==> src/rtl/spi_slave_fifo.sv <==
// rtl/spi_slave_fifo.sv - SPI slave: 2-bit command frames in, FIFO-buffered read responses out
module spi_slave_fifo #(
  parameter int DATA_W    = 8,
  parameter int TX_DEPTH  = 4,
  parameter int LSB_FIRST = 0
) (
  input  logic                          i_spi_slave_fifo_clk,
  input  logic                          i_spi_slave_fifo_rst,
  input  logic                          i_spi_slave_fifo_ss_bar,
  input  logic                          i_spi_slave_fifo_mosi,
  input  logic [DATA_W-1:0]             i_spi_slave_fifo_tx_data,
  input  logic                          i_spi_slave_fifo_tx_valid,
  output logic                          o_spi_slave_fifo_tx_ready,
  output logic [$clog2(TX_DEPTH+1)-1:0] o_spi_slave_fifo_tx_level,
  output logic [DATA_W+1:0]             o_spi_slave_fifo_rx_data,
  output logic                          o_spi_slave_fifo_rx_valid,
  output logic                          o_spi_slave_fifo_miso,
  output logic                          o_spi_slave_fifo_miso_valid,
  output logic                          o_spi_slave_fifo_sready,
  output logic                          o_spi_slave_fifo_underrun,
  output logic                          o_spi_slave_fifo_frame_err
);

  localparam int CW = $clog2(DATA_W+3);
  localparam int AW = $clog2(TX_DEPTH);
  localparam int LW = $clog2(TX_DEPTH+1);

  localparam logic [1:0] S_IDLE = 2'd0;
  localparam logic [1:0] S_RX   = 2'd1;
  localparam logic [1:0] S_TX   = 2'd2;
  localparam logic [1:0] S_WAIT = 2'd3;

  localparam logic [CW-1:0] CMD_LAST = CW'(1);
  localparam logic [CW-1:0] RX_LAST  = CW'(DATA_W+1);
  localparam logic [CW-1:0] TX_LAST  = CW'(DATA_W-1);
  localparam logic [LW-1:0] FULL_LVL = LW'(TX_DEPTH);

  logic [1:0]        state_q, state_d;
  logic [CW-1:0]     cnt_q, cnt_d;
  logic [1:0]        cmd_q, cmd_d;
  logic [DATA_W-1:0] pay_q, pay_d, pay_shift;
  logic [DATA_W+1:0] rx_data_q, rx_data_d;
  logic              rx_valid_q, rx_valid_d;
  logic              frame_err_q, frame_err_d;
  logic              underrun_q, underrun_d;
  logic [DATA_W-1:0] tx_sh_q, tx_sh_d, tx_next;
  logic              miso_q, miso_d;
  logic              miso_valid_q, miso_valid_d;
  logic              starve_q, starve_d;
  logic              active_q;

  logic [DATA_W-1:0] mem [TX_DEPTH];
  logic [AW-1:0]     wr_ptr_q, rd_ptr_q;
  logic [LW-1:0]     level_q;
  logic              empty, full, push, pop_req, do_pop;
  logic [DATA_W-1:0] head;

  function automatic logic lead_bit(input logic [DATA_W-1:0] w);
    return (LSB_FIRST != 0) ? w[0] : w[DATA_W-1];
  endfunction

  assign empty  = (level_q == '0);
  assign full   = (level_q == FULL_LVL);
  assign head   = mem[rd_ptr_q];
  // active_q holds tx_ready/sready low for the first cycle out of reset
  assign push   = i_spi_slave_fifo_tx_valid && active_q && !full;
  assign do_pop = pop_req && !empty;

  assign pay_shift = (LSB_FIRST != 0) ? {i_spi_slave_fifo_mosi, pay_q[DATA_W-1:1]}
                                      : {pay_q[DATA_W-2:0], i_spi_slave_fifo_mosi};
  assign tx_next   = (LSB_FIRST != 0) ? (tx_sh_q >> 1) : (tx_sh_q << 1);

  always_comb begin
    state_d      = state_q;
    cnt_d        = cnt_q;
    cmd_d        = cmd_q;
    pay_d        = pay_q;
    rx_data_d    = rx_data_q;
    rx_valid_d   = 1'b0;
    frame_err_d  = 1'b0;
    underrun_d   = 1'b0;
    tx_sh_d      = tx_sh_q;
    miso_d       = miso_q;
    miso_valid_d = miso_valid_q;
    starve_d     = starve_q;
    pop_req      = 1'b0;
    case (state_q)
      S_IDLE: begin
        if (!i_spi_slave_fifo_ss_bar) begin
          state_d = S_RX;
          cnt_d   = '0;
        end
      end
      S_RX: begin
        if (i_spi_slave_fifo_ss_bar) begin
          state_d     = S_IDLE;
          frame_err_d = 1'b1;
        end else begin
          if (cnt_q <= CMD_LAST) cmd_d = {cmd_q[0], i_spi_slave_fifo_mosi};
          else                   pay_d = pay_shift;
          if (cnt_q == RX_LAST) begin
            rx_data_d  = {cmd_q, pay_shift};
            rx_valid_d = 1'b1;
            cnt_d      = '0;
            if (cmd_q == 2'b11) begin
              // an empty pop still runs the TX slot, silently, so frame timing is preserved
              state_d      = S_TX;
              pop_req      = 1'b1;
              starve_d     = empty;
              underrun_d   = empty;
              tx_sh_d      = head;
              miso_d       = !empty && lead_bit(head);
              miso_valid_d = !empty;
            end else begin
              state_d = S_WAIT;
            end
          end else begin
            cnt_d = cnt_q + 1'b1;
          end
        end
      end
      S_TX: begin
        if (i_spi_slave_fifo_ss_bar) begin
          state_d      = S_IDLE;
          frame_err_d  = 1'b1;
          miso_d       = 1'b0;
          miso_valid_d = 1'b0;
        end else if (cnt_q == TX_LAST) begin
          state_d      = S_WAIT;
          miso_d       = 1'b0;
          miso_valid_d = 1'b0;
        end else begin
          cnt_d   = cnt_q + 1'b1;
          tx_sh_d = tx_next;
          miso_d  = !starve_q && lead_bit(tx_next);
        end
      end
      default: begin
        miso_d       = 1'b0;
        miso_valid_d = 1'b0;
        if (i_spi_slave_fifo_ss_bar) state_d = S_IDLE;
      end
    endcase
  end

  always_ff @(posedge i_spi_slave_fifo_clk) begin
    if (i_spi_slave_fifo_rst) begin
      state_q      <= S_IDLE;
      cnt_q        <= '0;
      cmd_q        <= '0;
      pay_q        <= '0;
      rx_data_q    <= '0;
      rx_valid_q   <= 1'b0;
      frame_err_q  <= 1'b0;
      underrun_q   <= 1'b0;
      tx_sh_q      <= '0;
      miso_q       <= 1'b0;
      miso_valid_q <= 1'b0;
      starve_q     <= 1'b0;
      active_q     <= 1'b0;
      wr_ptr_q     <= '0;
      rd_ptr_q     <= '0;
      level_q      <= '0;
    end else begin
      state_q      <= state_d;
      cnt_q        <= cnt_d;
      cmd_q        <= cmd_d;
      pay_q        <= pay_d;
      rx_data_q    <= rx_data_d;
      rx_valid_q   <= rx_valid_d;
      frame_err_q  <= frame_err_d;
      underrun_q   <= underrun_d;
      tx_sh_q      <= tx_sh_d;
      miso_q       <= miso_d;
      miso_valid_q <= miso_valid_d;
      starve_q     <= starve_d;
      active_q     <= 1'b1;
      wr_ptr_q     <= wr_ptr_q + AW'(push);
      rd_ptr_q     <= rd_ptr_q + AW'(do_pop);
      level_q      <= level_q + LW'(push) - LW'(do_pop);
    end
  end

  always_ff @(posedge i_spi_slave_fifo_clk) begin
    if (push) mem[wr_ptr_q] <= i_spi_slave_fifo_tx_data;
  end

  assign o_spi_slave_fifo_tx_ready   = active_q && !full;
  assign o_spi_slave_fifo_tx_level   = level_q;
  assign o_spi_slave_fifo_rx_data    = rx_data_q;
  assign o_spi_slave_fifo_rx_valid   = rx_valid_q;
  assign o_spi_slave_fifo_miso       = miso_q;
  assign o_spi_slave_fifo_miso_valid = miso_valid_q;
  assign o_spi_slave_fifo_sready     = active_q && (state_q == S_IDLE);
  assign o_spi_slave_fifo_underrun   = underrun_q;
  assign o_spi_slave_fifo_frame_err  = frame_err_q;

endmodule

==> config.mk <==
export PLATFORM = sky130hd
export DESIGN_NAME = spi_slave_fifo
export DESIGN_NICKNAME = d
export VERILOG_FILES = /design/src/rtl/spi_slave_fifo.sv
export SDC_FILE = /design/constraint.sdc
export NUM_CORES = 1
export LEC_CHECK = 0
export BUFFER_PORTS_ARGS = -buffer_cell sky130_fd_sc_hd__buf_2
export CORE_MARGIN = 2
export CORE_UTILIZATION = 40
export DETAILED_ROUTE_END_ITERATION = 8
export PLACE_DENSITY_LB_ADDON = 0.12
export SYNTH_ARGS = -nofsm -noshare
export SYNTH_HDL_FRONTEND = slang
export SYNTH_SLANG_ARGS = --single-unit
==> constraint.sdc <==
create_clock -name i_spi_slave_fifo_clk -period 3.3 [get_ports i_spi_slave_fifo_clk]
set_input_delay 0.33 -clock i_spi_slave_fifo_clk [delete_from_list [all_inputs] [get_ports i_spi_slave_fifo_clk]]
set_output_delay 0.33 -clock i_spi_slave_fifo_clk [all_outputs]
set_load 0.05 [all_outputs]
# --- After elaboration in Yosys (flattened, before gate mapping) ---
# Memory sizes are Yosys's and may differ from the RTL's. A register that Yosys moved wholly into a read port is not among the register bits.
# Index checks and enable logic that the tools add are counted.
totals:
  output_inout_bits: 20
  ram_bits: 32
  latch_bits: 0
  inputBits: 13
  word_cells: 114
  mem_count: 1
  ff_bits: 46
  rom_bits: 0
memory_table:
  columns: ["name", "words", "word_bits", "read_ports", "rd_ports_with_merged_regs", "write_ports", "line_no", "rtl"]
  rows:
  - ["mem", 4, 8, 1, 1, 1, "52", "logic [DATA_W-1:0] mem [TX_DEPTH];"]
classes:
  n_div: 0
  n_reduce_logical: 28
  shifts: 0
  n_lt_le_gt_ge: 1
  n_mux: 42
  bitwise: 7
  multipliers: 0
  eq_ne: 14
  addsub: 5
ops:
  columns: ["operator", "n"]
  rows:
  - ["7-bit two-way mux", 5]
  - ["1-bit two-way mux", 20]
  - ["4-bit two-way mux", 5]
  - ["2-bit two-way mux", 7]
  - ["7-bit case mux with 2 select lines", 1]
  - ["2-bit != test, second input constant", 6]
  - ["4-bit case mux with 3 select lines", 1]
  - ["4-bit AND reduction", 3]
  - ["5-bit AND reduction", 2]
  - ["3-bit AND reduction", 3]
  - ["1-bit logical AND", 7]
  - ["1-bit NOT", 7]
  - ["3-bit != test, second input constant", 2]
  - ["1-bit case mux with 3 select lines", 2]
  - ["2-bit case mux with 3 select lines", 1]
  - ["6-bit AND reduction", 1]
  - ["5-bit OR reduction", 1]
  - ["2-bit by 1-bit adder with 2-bit output", 2]
  - ["4-bit by 1-bit adder with 4-bit output, second input constant", 1]
  - ["2-bit equality test, second input constant", 2]
  - ["4-bit by 3-bit equality test with 1-bit output, second input constant", 1]
  - ["4-bit equality test, second input constant", 1]
  - ["4-bit by 1-bit less-or-equal comparator with 1-bit output, second input constant", 1]
  - ["4-bit nonzero test", 1]
  - ["other kinds (11)", 14]

# --- Logic depth before layout (Yosys ltp) ---
# Gate-level depths: netlist (run 1).
depth:
  word_depth: 8
  ltp_mapped: 10
  ltp_nobuf: 10

# --- Worst setup path before layout (run 1) ---
# Ideal clock, no wire load.
synth_timing:
  path_kind: "reg2reg"
  from: "reg level_q[1] (netlist: o_spi_slave_fifo_tx_level[1])"
  to: "reg level_q[2] (netlist: o_spi_slave_fifo_tx_level[2])"
  setup_slack_ps: -304
  arrival_time_ps: 3476
  path_buffers: 0
  t_required_ps: 3172
  path_stages_with_launch: 10
  setup_ps: 128
  period_less_slack_ps: 3604
  cell_sequence: "dfxtp_1 > nor2_1 > a21boi_0 > nand2_1 > xnor2_1 > ha_1 > fa_1 > xnor2_1 > xnor2_1 > nor2_1"
synth_via:
  elab_chain_cells: 5
synth_lines:
  columns: ["element", "line_no", "rtl"]
  rows:
  - ["start: declaration", "54", "logic [LW-1:0] level_q;"]
  - ["start signal: assignment", "180", "level_q <= level_q + LW'(push) - LW'(do_pop);"]
  - ["3-bit equality test", "63", "assign full = (level_q == FULL_LVL);"]
  - ["1-bit zero test", "66", "assign push = i_spi_slave_fifo_tx_valid && active_q && !full;"]
  - ["1-bit logical AND", "66", null]
  - ["3-bit by 1-bit adder with 3-bit output", "180", null]
  - ["3-bit by 1-bit subtractor with 3-bit output (*)", "180", null]
# Every way passes the cells marked *; elsewhere a longest branch is shown, timed or not.
# A chain may end at the register's enable or synchronous reset.

# --- Final worst setup path (run 1) ---
layout_timing:
  from: "reg state_q[1]"
  to: "reg level_q[2] (netlist: o_spi_slave_fifo_tx_level[2])"
layout_via:
  elab_chain_cells: 4
layout_lines:
  columns: ["element", "line_no", "rtl"]
  rows:
  - ["start: declaration", "38", "logic [1:0] state_q, state_d;"]
  - ["start signal: assignment", "165", "state_q <= state_d;"]
  - ["2-bit by 1-bit equality test with 1-bit output", "87", "case (state_q)"]
  - ["1-bit two-way mux", "87", null]
  - ["1-bit logical AND", "67", "assign do_pop = pop_req && !empty;"]
  - ["3-bit by 1-bit subtractor with 3-bit output", "180", null]
# No other way between the ends.

==> summary.md, run 1 <==
| Metric | Value |
|---|---|
| Clk_lat worst skew | 0.35 ns |
| Synth-to-Final Area Change | 13.9% |
| DRC viols | 0 |
| Vias | 2122 |
| Cts-stage hold buffer count | 0 |
| CTS max path bufs | 2 |
| Area of the multi-input gates | 1320 um^2 |
| Post-Syn Area | 3310 um^2 |
| Max Transition Viols Final | 0 |
| Max-slew headroom | 0.569 |
| Initial Utilization | 0.408 |
| Final Hold Vio Count | 0 |
| Crit end category | flip-flop |
| Worst hold start | i_spi_slave_fifo_tx_data[4] |
| DR pass1 iterations | 4 |
| IO Port Bufs | 32 |
| CTS tree | built |
| Area post-placement | 3560 um^2 |
| FP Rows | 33 |
| Wire per inst | 14.9 um |
| DIE WIDTH | 94.9 um |
| Top cell type's share of synthesized area | 0.291 |
| # setup viols final | 0 |
| Largest net degree at the start of global routing | 37 |
| Critical Path AT | 2.75 ns |
| RSZ-0062 raised after global routing | false |
| Reg area | 1880 um^2 |
| CP Launch Type | flip-flop |
| Worst Clk Skew | 0.0110 ns |
| Worst r2r path cells | 10 |
| Core ar. | 8090 um^2 |
| LEAKAGE | 1.46 nW |
| EDFF count, synth | 32 |
| Finished Cell Area | 3760 um^2 |
| N_diodes | 0 |
| Htree depth | 3 |
| CP max FO | 8 |
| Synth area leader | edfxtp_1 |
| Number of routed nets with antenna violations | 0 |
| Inst Count DP | 404 |
| Setup WS post-layout | 0.782 ns |
| Final worst path period share | 0.763 |
| Worst vdd ir | 247 uV |
| Crit Path Category | flip-flop to flip-flop |
| Syn_nets | 298 |
| Finished Layout Cells | 420 |
| Initial antenna violation count | 0 |
| GP Congestion | 0.822 |
| # Max-Cap Violations | 0 |
| Post-synth top flop | dfxtp_1 |
| Reg2Reg Launch Point | state_q[1] |
| Die height | 94.9 um |
| Layout cell share with drive strength beyond 1 | 0.229 |
| Post-CTS Setup Inserts | 0 |
| Worst Path Required | 3.54 ns |
| Clock sinks | 78 |
| Post-route setup TNS | 0 ns |
| Via/cell ratio | 5.05 |
| IO Count | 33 |
| Average instance area after synthesis | 12.0 um^2 |
| FFs w/ async S/R, synth | 0 |
| Internal reg-to-reg setup slack | 0.78 ns |
| CP startpoint | state_q[1] |
| Register area share after synthesis | 0.569 |
| GRT overflow | 0 |
| Fill cells | 787 |
| Status | complete, no violations |
| YS warnings | 0 |
| PD cells | 602 nW/um^2 |
| DP Wirelength | 4.23 mm |
| Synthesized flop and latch total | 78 |
| Achievable Freq | 397 MHz |
| WHS | 0.193 ns |
| GRT Util Overall | 0.155 |
| CP endpoint | o_spi_slave_fifo_tx_level[2] |
| Clock transition at the registers of the reported paths | 0.09 ns |
| Root Driver | clkbuf_8 |
| Vias in the first global route | 2032 |
| DR iter-0 viols | 106 |
| Synth area leaders | edfxtp_1 (29%), dfxtp_1 (28%), mux4_2 (5.5%), ha_1 (3.4%), mux2i_1 (3.3%) |
| Reg2reg end | o_spi_slave_fifo_tx_level[2] |
| Nets | 333 |
| Final WL | 6.27 mm |
| Cts bufs inserted | 9 |
| Pre-CTS WS | 0.780 ns |
| Fin crit period | 2.52 ns |
| Yosys cell types | 51 |
| Post-synthesis instance total | 275 |
| Slew @ Worst Pin | 0.645 ns |
| First-pass GRT wire length | 10.5 mm |
| Total die area | 9010 um^2 |
| Hold Path Class | input port to flip-flop |
| PostCTS Resize Cnt | 0 |
==> routing by layer <==
metal | GRT usage | up-vias | wire length, um
li1 | - | 1067 | -
met1 | 0.220 | 1016 | 3150
met2 | 0.226 | 32 | 2800
met3 | 0.0351 | 7 | 223
met4 | 0.0688 | 0 | 93
met5 | 0 | - | 0
==> critical path, stage by stage (launching register included) <==
cell and delay, ns:
dfxtp_1 0.35, inv_1 0.09, ha_1 0.27, nand2b_1 0.17, nor4_2 0.46, xnor2_1 0.12
ha_1 0.20, fa_1 0.37, xnor2_1 0.17, xnor2_1 0.14, nor2_1 0.05
==> flip-flops by register name (all words and copies together), names as in the netlist <==
signal,flops
mem,32
o_spi_slave_fifo_rx_data,10
pay_q,7
tx_sh_q,7
cnt_q,4
o_spi_slave_fifo_tx_level,3
cmd_q,2
rd_ptr_q,2
state_q,2
wr_ptr_q,2
active_q,1
o_spi_slave_fifo_frame_err,1
o_spi_slave_fifo_miso,1
o_spi_slave_fifo_miso_valid,1
o_spi_slave_fifo_rx_valid,1
o_spi_slave_fifo_underrun,1
starve_q,1
==> through the flow <==
stage                     power [W]   util
after CTS                   0.00229  0.465
final                       0.00226  0.465
after global routing        0.00239  0.465
after global placement      0.00154  0.440
after floorplan             0.00144      -
after detailed placement    0.00154  0.440
==> kinds of logic after synthesis <==
group                    share of synthesized area
buffers and inverters                       0.0307
multiplexers                                 0.112
flip-flops                                   0.569
AND/OR/NAND/NOR                              0.147
adder cells (fa/ha/maj)                     0.0401
AO/OA/AOI/OAI                               0.0878
XOR/XNOR                                    0.0132
==> how the worst min path moves through the flow <==
stage,endpoint,depth (start not counted)
floorplan,mem[0][0],0
global placement,o_spi_slave_fifo_rx_data[0],2
detailed placement,o_spi_slave_fifo_rx_data[0],2
CTS,mem[1][4],1
global route,mem[0][5],1
finish,mem[1][4],1
==> synth_stat cells, drive strengths merged, types with 5 or more instances <==
| cell | count |
|---|---|
| nand2b | 5 |
| buf | 7 |
| nor2 | 24 |
| mux2 | 7 |
| nand2 | 26 |
| inv | 8 |
| dfxtp | 46 |
| nand3 | 8 |
| clkbuf | 5 |
| ha | 9 |
| nor2b | 5 |
| o21ai | 5 |
| a21oi | 15 |
| xnor2 | 5 |
| a22o | 6 |
| mux4 | 8 |
| mux2i | 11 |
| edfxtp | 32 |
==> placed cells by master, fill, tap and decap left out, types with 3 or more instances in the layout <==
| master | instances |
|---|---|
| dfxtp_1 | 46 |
| buf_2 | 32 |
| edfxtp_1 | 32 |
| nand2_1 | 26 |
| nor2_1 | 24 |
| a21oi_1 | 15 |
| mux2i_1 | 11 |
| ha_1 | 9 |
| clkbuf_8 | 9 |
| inv_1 | 8 |
| mux4_2 | 8 |
| nand3_1 | 8 |
| mux2_2 | 7 |
| a22o_1 | 6 |
| nand2b_1 | 5 |
| xnor2_1 | 5 |
| o21ai_0 | 5 |
| nor2b_1 | 5 |
| and3_1 | 4 |
| buf_4 | 4 |
| nor3_1 | 3 |
| nor3b_1 | 3 |
| inv_6 | 3 |
==> layout make-up <==
| type | instances | area share |
|---|---|---|
| Timing Repair Buffer | 36 | 0.0505 |
| Clock inverter | 7 | 0.0213 |
| Inverter | 9 | 0.00898 |
| Multi-Input combinational cell | 176 | 0.351 |
| Tap cell | 105 | 0.0349 |
| Clock buffer | 9 | 0.0329 |
| Sequential cell | 78 | 0.500 |
==> report_power, final <==
| group | total (W) | switching, W | internal (W) | leakage, nW |
|---|---|---|---|---|
| sequential | 0.00110 | 0.0000355 | 0.00106 | 0.663 |
| clock | 0.000747 | 0.000389 | 0.000359 | 0.0968 |
| combinational | 0.000421 | 0.000262 | 0.000159 | 0.704 |
| total | 0.00226 | 0.000686 | 0.00158 | 1.46 |
(Power assumes the default switching activity.)
==> run 2: changes to the inputs <==
clock period = 2.5 ns   (was 3.3 ns; I/O delays follow)
==> run 2 against run 1 <==
Against the previous run:
- largest power group unchanged
- via count is 2.5% higher
- cell count is 0.71% higher
- wire length grew 1.7%
- hold slack worse by 0.088 ns
==> summary.md, run 2 (synthesis gave the netlist of run 1 again) <==
| Metric | Value |
|---|---|
| # setup viols final | 0 (unchanged) |
| Fin crit period | 2.30 ns (-0.219 ns) |
| Post-CTS Setup Inserts | 0 (unchanged) |
| Die height | 94.9 um (unchanged) |
| PD cells | 787 nW/um^2 (+31%) |
| Hold Path End | mem[1][5] |
| Largest register by flop count | mem |
| Initial antenna violation count | 0 (unchanged) |
| Wire per inst | 15.1 um (+0.97%) |
| Nets | 336 (+0.90%) |
| Worst vdd ir | 310 uV (+25%) |
| Finished Cell Area | 3800 um^2 (+0.96%) |
| Worst hold start | i_spi_slave_fifo_tx_data[5] |
| DR iter-0 viols | 94 (-11%) |
| Hold path cells | 1 (unchanged) |
| LEAKAGE | 1.49 nW (+1.5%) |
| Cts-stage hold buffer count | 0 (unchanged) |
| Final Hold Vio Count | 0 (unchanged) |
| Post-route setup TNS | 0 ns (unchanged) |
| CTS max path bufs | 2 (unchanged) |
| Vias in the first global route | 2054 (+1.1%) |
| Fill cells | 790 (+0.38%) |
| Cts bufs inserted | 9 (unchanged) |
| Max Transition Viols Final | 0 (unchanged) |
| Commonest non-fill, non-tap cell in the layout | dfxtp_1 |
| Initial Utilization | 0.408 (unchanged) |
| IO Count | 33 (unchanged) |
| Reg2Reg Launch Point | cnt_q[0] |
| PostCTS Resize Cnt | 0 (unchanged) |
| Max reg flops | 32 (unchanged) |
| Util after Layout | 0.470 (+0.00448) |
| Crit Path Category | flip-flop to flip-flop |
| Final WL | 6.38 mm (+1.7%) |
| Via/cell ratio | 5.14 (+1.8%) |
| DP Wirelength | 4.42 mm (+4.5%) |
| CP Launch Type | flip-flop |
| Core ar. | 8090 um^2 (unchanged) |
| Slew @ Worst Pin | 0.642 ns (-0.00373 ns) |
| CTS tree | built |
| DRC viols | 0 (unchanged) |
| Layout cell share with drive strength beyond 1 | 0.245 (+0.0167) |
| Area post-placement | 3600 um^2 (+1.0%) |
| Clock transition at the registers of the reported paths | 0.09 ns (about the same) |
| Status | complete, no violations |
| CP max FO | 9 (+1) |
| GP Congestion | 0.872 (+6.1%) |
| Max-slew headroom | 0.571 (+0.00150) |
| Htree depth | 3 (unchanged) |
| Largest net degree at the start of global routing | 37 (unchanged) |
| Most frequent cells in the layout | dfxtp_1 (44), buf_2 (32), edfxtp_1 (32), nand2_1 (26), nor2_1 (24) |
| DIE WIDTH | 94.9 um (unchanged) |
| Total die area | 9010 um^2 (unchanged) |
| Hold Path Class | input port to flip-flop |
| Worst Clk Skew | 0.00718 ns (-0.00380 ns) |
| Critical Path AT | 2.54 ns (-0.21 ns) |
| Worst Path Required | 2.74 ns (-0.80 ns) |
| WHS | 0.105 ns (-0.0878 ns) |
| RSZ-0062 raised after global routing | false |
| DR pass1 iterations | 4 (unchanged) |
| FP Rows | 33 (unchanged) |
| First-pass GRT wire length | 10.6 mm (+1.5%) |
| # Max-Cap Violations | 0 (unchanged) |
| Clk_lat worst skew | 0.36 ns (about the same) |
| Synth-to-Final Area Change | 15.0% |
| N_diodes | 0 (unchanged) |
| GRT overflow | 0 (unchanged) |
| Achievable Freq | 435 MHz (+9.5%) |
| IO Port Bufs | 32 (unchanged) |
| Internal reg-to-reg setup slack | 0.20 ns (-0.58 ns) |
| Crit end category | flip-flop |
| Final worst path period share | 0.919 (+0.157) |
| Clock sinks | 78 (unchanged) |
| Worst r2r path cells | 9 (-1) |
| Vias | 2176 (+2.5%) |
| Number of routed nets with antenna violations | 0 (unchanged) |
| GRT Util Overall | 0.157 (+0.00231) |
| Reg2reg end | o_spi_slave_fifo_tx_level[2] |
| Root Driver | clkbuf_8 |
## run 2: changes by cell type in the layout (fill, tap and decap cells not counted)
cell	delta
a21boi_1	-1
a21boi_4	+1
buf_4	+3
clkinv_4	+1
dfxtp_1	-2
dfxtp_2	+2
inv_6	-1
## run 2: final cells by class
type,count,area (um^2),share of cell area
clock buffers,9,124,0.0326
clock inverters,7,80.1,0.0211
inverters,9,33.8,0.00889
multi-input cells,176,1330,0.351
flip-flops and latches,78,1880,0.496
well taps,105,131,0.0346
repair buffers,39,213,0.0560
## run 2: metal layers
layer  part of all wire  GRT usage
met5                  0          0
met4              0.019     0.0688
met3              0.051     0.0415
met2               0.44      0.230
met1               0.49      0.219
## run 2: where the power goes
group | leakage [nW] | switching (W) | internal, W
clock network | 0.0964 | 0.000499 | 0.000471
registers | 0.664 | 0.0000463 | 0.00140
logic | 0.726 | 0.000355 | 0.000219
total | 1.49 | 0.000901 | 0.00209
## run 2: metrics by stage
| stage | worst slack [ns] | total power [W] | instances |
|---|---|---|---|
| after detailed placement | 0.200 | 0.00204 | 407 |
| after global placement | 0.229 | 0.00205 | 407 |
| after CTS | 0.178 | 0.00302 | 423 |
| after global routing | 0.00493 | 0.00316 | 423 |
| after floorplan | 0.0763 | 0.00190 | 275 |
| final | 0.201 | 0.00299 | 423 |
## run 2: how the worst max path moves through the flow
stage	start	end	slack, ns	depth (start not counted)
2_1_floorplan	o_spi_slave_fifo_tx_level[1]	o_spi_slave_fifo_tx_level[2]	0.08	9
3_3_place_gp	cnt_q[0]	o_spi_slave_fifo_tx_level[2]	0.23	9
3_5_place_dp	cnt_q[1]	o_spi_slave_fifo_tx_level[2]	0.20	10
4_1_cts	cnt_q[1]	o_spi_slave_fifo_tx_level[2]	0.18	10
5_1_grt	cnt_q[1]	o_spi_slave_fifo_tx_level[2]	0.005	10
6_report	cnt_q[0]	o_spi_slave_fifo_tx_level[2]	0.20	9
## run 2: worst max-delay path, cell delays in order, from the launching register on
cell      delay [ns]
dfxtp_1         0.40
ha_1            0.24
nand3b_4        0.15
nor4_2          0.36
xnor2_1         0.11
ha_1            0.20
fa_1            0.37
xnor2_1         0.17
xnor2_1         0.13
nor2_1          0.05
==> run 3: changes to the inputs <==
CAP_MARGIN = 20   (was default)
clock period = 2.3 ns   (was 2.5 ns; I/O delays follow)
==> run 3 against run 2 <==
Against the previous run:
- die area did not move
- wire length rose by 0.31%
- critical path depth rose by 1
- sequential power rose by 8%
- sequential share of layout area fell by 1.5 points
- largest power group unchanged
==> summary.md, run 3 (synthesis gave the netlist of run 1 again) <==
| Metric | Value |
|---|---|
| Initial antenna violation count | 0 (unchanged) |
| Max reg flops | 32 (unchanged) |
| Final WL | 6.40 mm (+0.31%) |
| Post-CTS Setup Inserts | 0 (unchanged) |
| Max-slew headroom | 0.632 (+0.0612) |
| Clock transition at the registers of the reported paths | 0.08 ns (about the same) |
| N_diodes | 0 (unchanged) |
| DP Wirelength | 4.38 mm (-1.0%) |
| Commonest non-fill, non-tap cell in the layout | dfxtp_1 |
| CTS tree | built |
| Total power | 0.00334 W (+12%) |
| Crit Path Category | flip-flop to flip-flop |
| Slew @ Worst Pin | 0.547 ns (-0.0945 ns) |
| Seq pwr share | 0.471 (-0.013) |
| Inst Count DP | 416 (+2.2%) |
| Largest register by flop count | mem |
| Status | complete, no violations |
| CP max FO | 2 (-7) |
| CP max stage cell | fa_2 |
| IO Count | 33 (unchanged) |
| DRC viols | 0 (unchanged) |
| Final Hold Vio Count | 0 (unchanged) |
| Largest net degree at the start of global routing | 37 (unchanged) |
| Cts bufs inserted | 9 (unchanged) |
| Total die area | 9010 um^2 (unchanged) |
| Area of the multi-input gates | 1370 um^2 (+2.3%) |
| PD cells | 850 nW/um^2 (+8.0%) |
| Die height | 94.9 um (unchanged) |
| Post-route setup TNS | 0 ns (unchanged) |
| Clock share of power | 0.333 (+0.009) |
| Core ar. | 8090 um^2 (unchanged) |
| Via/cell ratio | 5.03 (-2.2%) |
| Vias in the first global route | 2138 (+4.1%) |
| Reg area | 1890 um^2 (+0.33%) |
| Area post-placement | 3680 um^2 (+2.5%) |
| Achievable Freq | 468 MHz (+7.5%) |
| Nets | 345 (+2.7%) |
| Crit-path max cell delay | 0.36 ns (-0.04 ns) |
| CP Launch Type | flip-flop |
| Vias | 2174 (-0.092%) |
| Fin crit period | 2.14 ns (-0.160 ns) |
| Root Driver | clkbuf_8 |
| DIE WIDTH | 94.9 um (unchanged) |
| IO Port Bufs | 32 (unchanged) |
| Clock sinks | 78 (unchanged) |
| Worst Clk Skew | 0.00849 ns (+0.00131 ns) |
| First-pass GRT wire length | 10.8 mm (+1.8%) |
| Worst Path Required | 2.52 ns (-0.22 ns) |
| LEAKAGE | 1.57 nW (+5.4%) |
| DR iter-0 viols | 165 (+76%) |
| Layout cell share with drive strength beyond 1 | 0.278 (+0.0330) |
| Util after Layout | 0.486 (+0.0161) |
| # setup viols final | 0 (unchanged) |
| Initial Utilization | 0.408 (unchanged) |
| Finished Cell Area | 3930 um^2 (+3.4%) |
| RSZ-0062 raised after global routing | false |
| Net Sw Frac | 0.283 (-0.0180) |
| Htree depth | 3 (unchanged) |
| Internal | 0.00240 W (+15%) |
| Max Transition Viols Final | 0 (unchanged) |
| Finished Layout Cells | 432 (+2.1%) |
| # Max-Cap Violations | 0 (unchanged) |
| Crit-path cells | inv_1, ha_2, nand3b_4, nor4_4, xnor2_1, ha_1, fa_2, xnor2_2, xnor2_1, nor2_1 |
| Final worst path period share | 0.930 (+0.0105) |
| Clk_lat worst skew | 0.34 ns (-0.02 ns) |
| GRT overflow | 0 (unchanged) |
| GP Congestion | 0.724 (-17%) |
| CTS max path bufs | 2 (unchanged) |
| NetSw | 0.000946 W (+5.1%) |
| Number of routed nets with antenna violations | 0 (unchanged) |
| Fill cells | 792 (+0.25%) |
| GRT Util Overall | 0.161 (+0.00359) |
| DR pass1 iterations | 4 (unchanged) |
| FP Rows | 33 (unchanged) |
| Most frequent CP cell | xnor2_1 |
| Critical Path AT | 2.36 ns (-0.18 ns) |
| Combinational Power Share | 0.196 (+0.004) |
| Crit end category | flip-flop |
| Hold Path Class | input port to flip-flop |
| Wire per inst | 14.8 um (-1.8%) |
| Synth-to-Final Area Change | 18.9% |
| Worst vdd ir | 318 uV (+2.7%) |
| Most frequent cells in the layout | dfxtp_1 (43), buf_2 (32), edfxtp_1 (32), nand2_1 (25), nor2_1 (24) |
==> run 3: timing repair <==
| action | in CTS | in global routing |
|---|---|---|
| hold buffers | 0 | 0 |
| gates resized for setup | 0 | 5 |
| setup endpoints to repair | 0 | 1 |
==> run 3: final timing paths <==
check / start / endpoint / slack, ns / depth (start not counted)
setup / recovery: cnt_q[1] / o_spi_slave_fifo_tx_level[2] / 0.16 / 10
setup reg to reg: cnt_q[1] / o_spi_slave_fifo_tx_level[2] / 0.16 / 10
hold / removal: i_spi_slave_fifo_tx_data[3] / mem[0][3] / 0.1 / 1
hold reg to reg: o_spi_slave_fifo_rx_data[4] / o_spi_slave_fifo_rx_data[4] / 0.46 / 2
==> run 3: layout make-up <==
class | count | share of cell area
Clock buffer | 11 | 0.0334
Clock inverter | 5 | 0.0216
Inverter | 9 | 0.00860
Multi-Input combinational cell | 176 | 0.347
Sequential cell | 78 | 0.481
Tap cell | 105 | 0.0334
Timing Repair Buffer | 48 | 0.0745
==> run 3: stage by stage <==
| step | setup WS, ns | hold slack (ns) |
|---|---|---|
| global placement | 0.0864 | 0.442 |
| CTS | 0.0108 | 0.0803 |
| detailed placement | 0.0296 | 0.448 |
| floorplan | 0.0177 | 0.329 |
| global route | 0.00719 | 0.0719 |
| finish | 0.161 | 0.0974 |
==> run 3: worst max-delay path: cells and delay by family (launching register included) <==
kind,cells,cell delay [ns]
adder cells (fa/ha/maj),3,0.78
flip-flops,1,0.31
AND/OR/NAND/NOR,3,0.46
XOR/XNOR,3,0.39
buffers and inverters,1,0.08
==> run 3: power groups by stage <==
stage	sequential (W)	combinational (W)	clock (W)
6_report	0.00157	0.000654	0.00111
5_1_grt	0.00159	0.000724	0.00120
4_1_cts	0.00157	0.000637	0.00115
3_5_place_dp	0.00160	0.000633	0
3_3_place_gp	0.00160	0.000636	0
2_1_floorplan	0.00162	0.000443	0
==> run 3: layer usage <==
layer  global-route usage  wire [um]  vias to the layer above
met2                0.227       2820                       41
met5                    0          0                        -
met4               0.0761        114                        0
li1                     -          -                     1095
met1                0.232       3210                     1027
met3               0.0375        256                       11
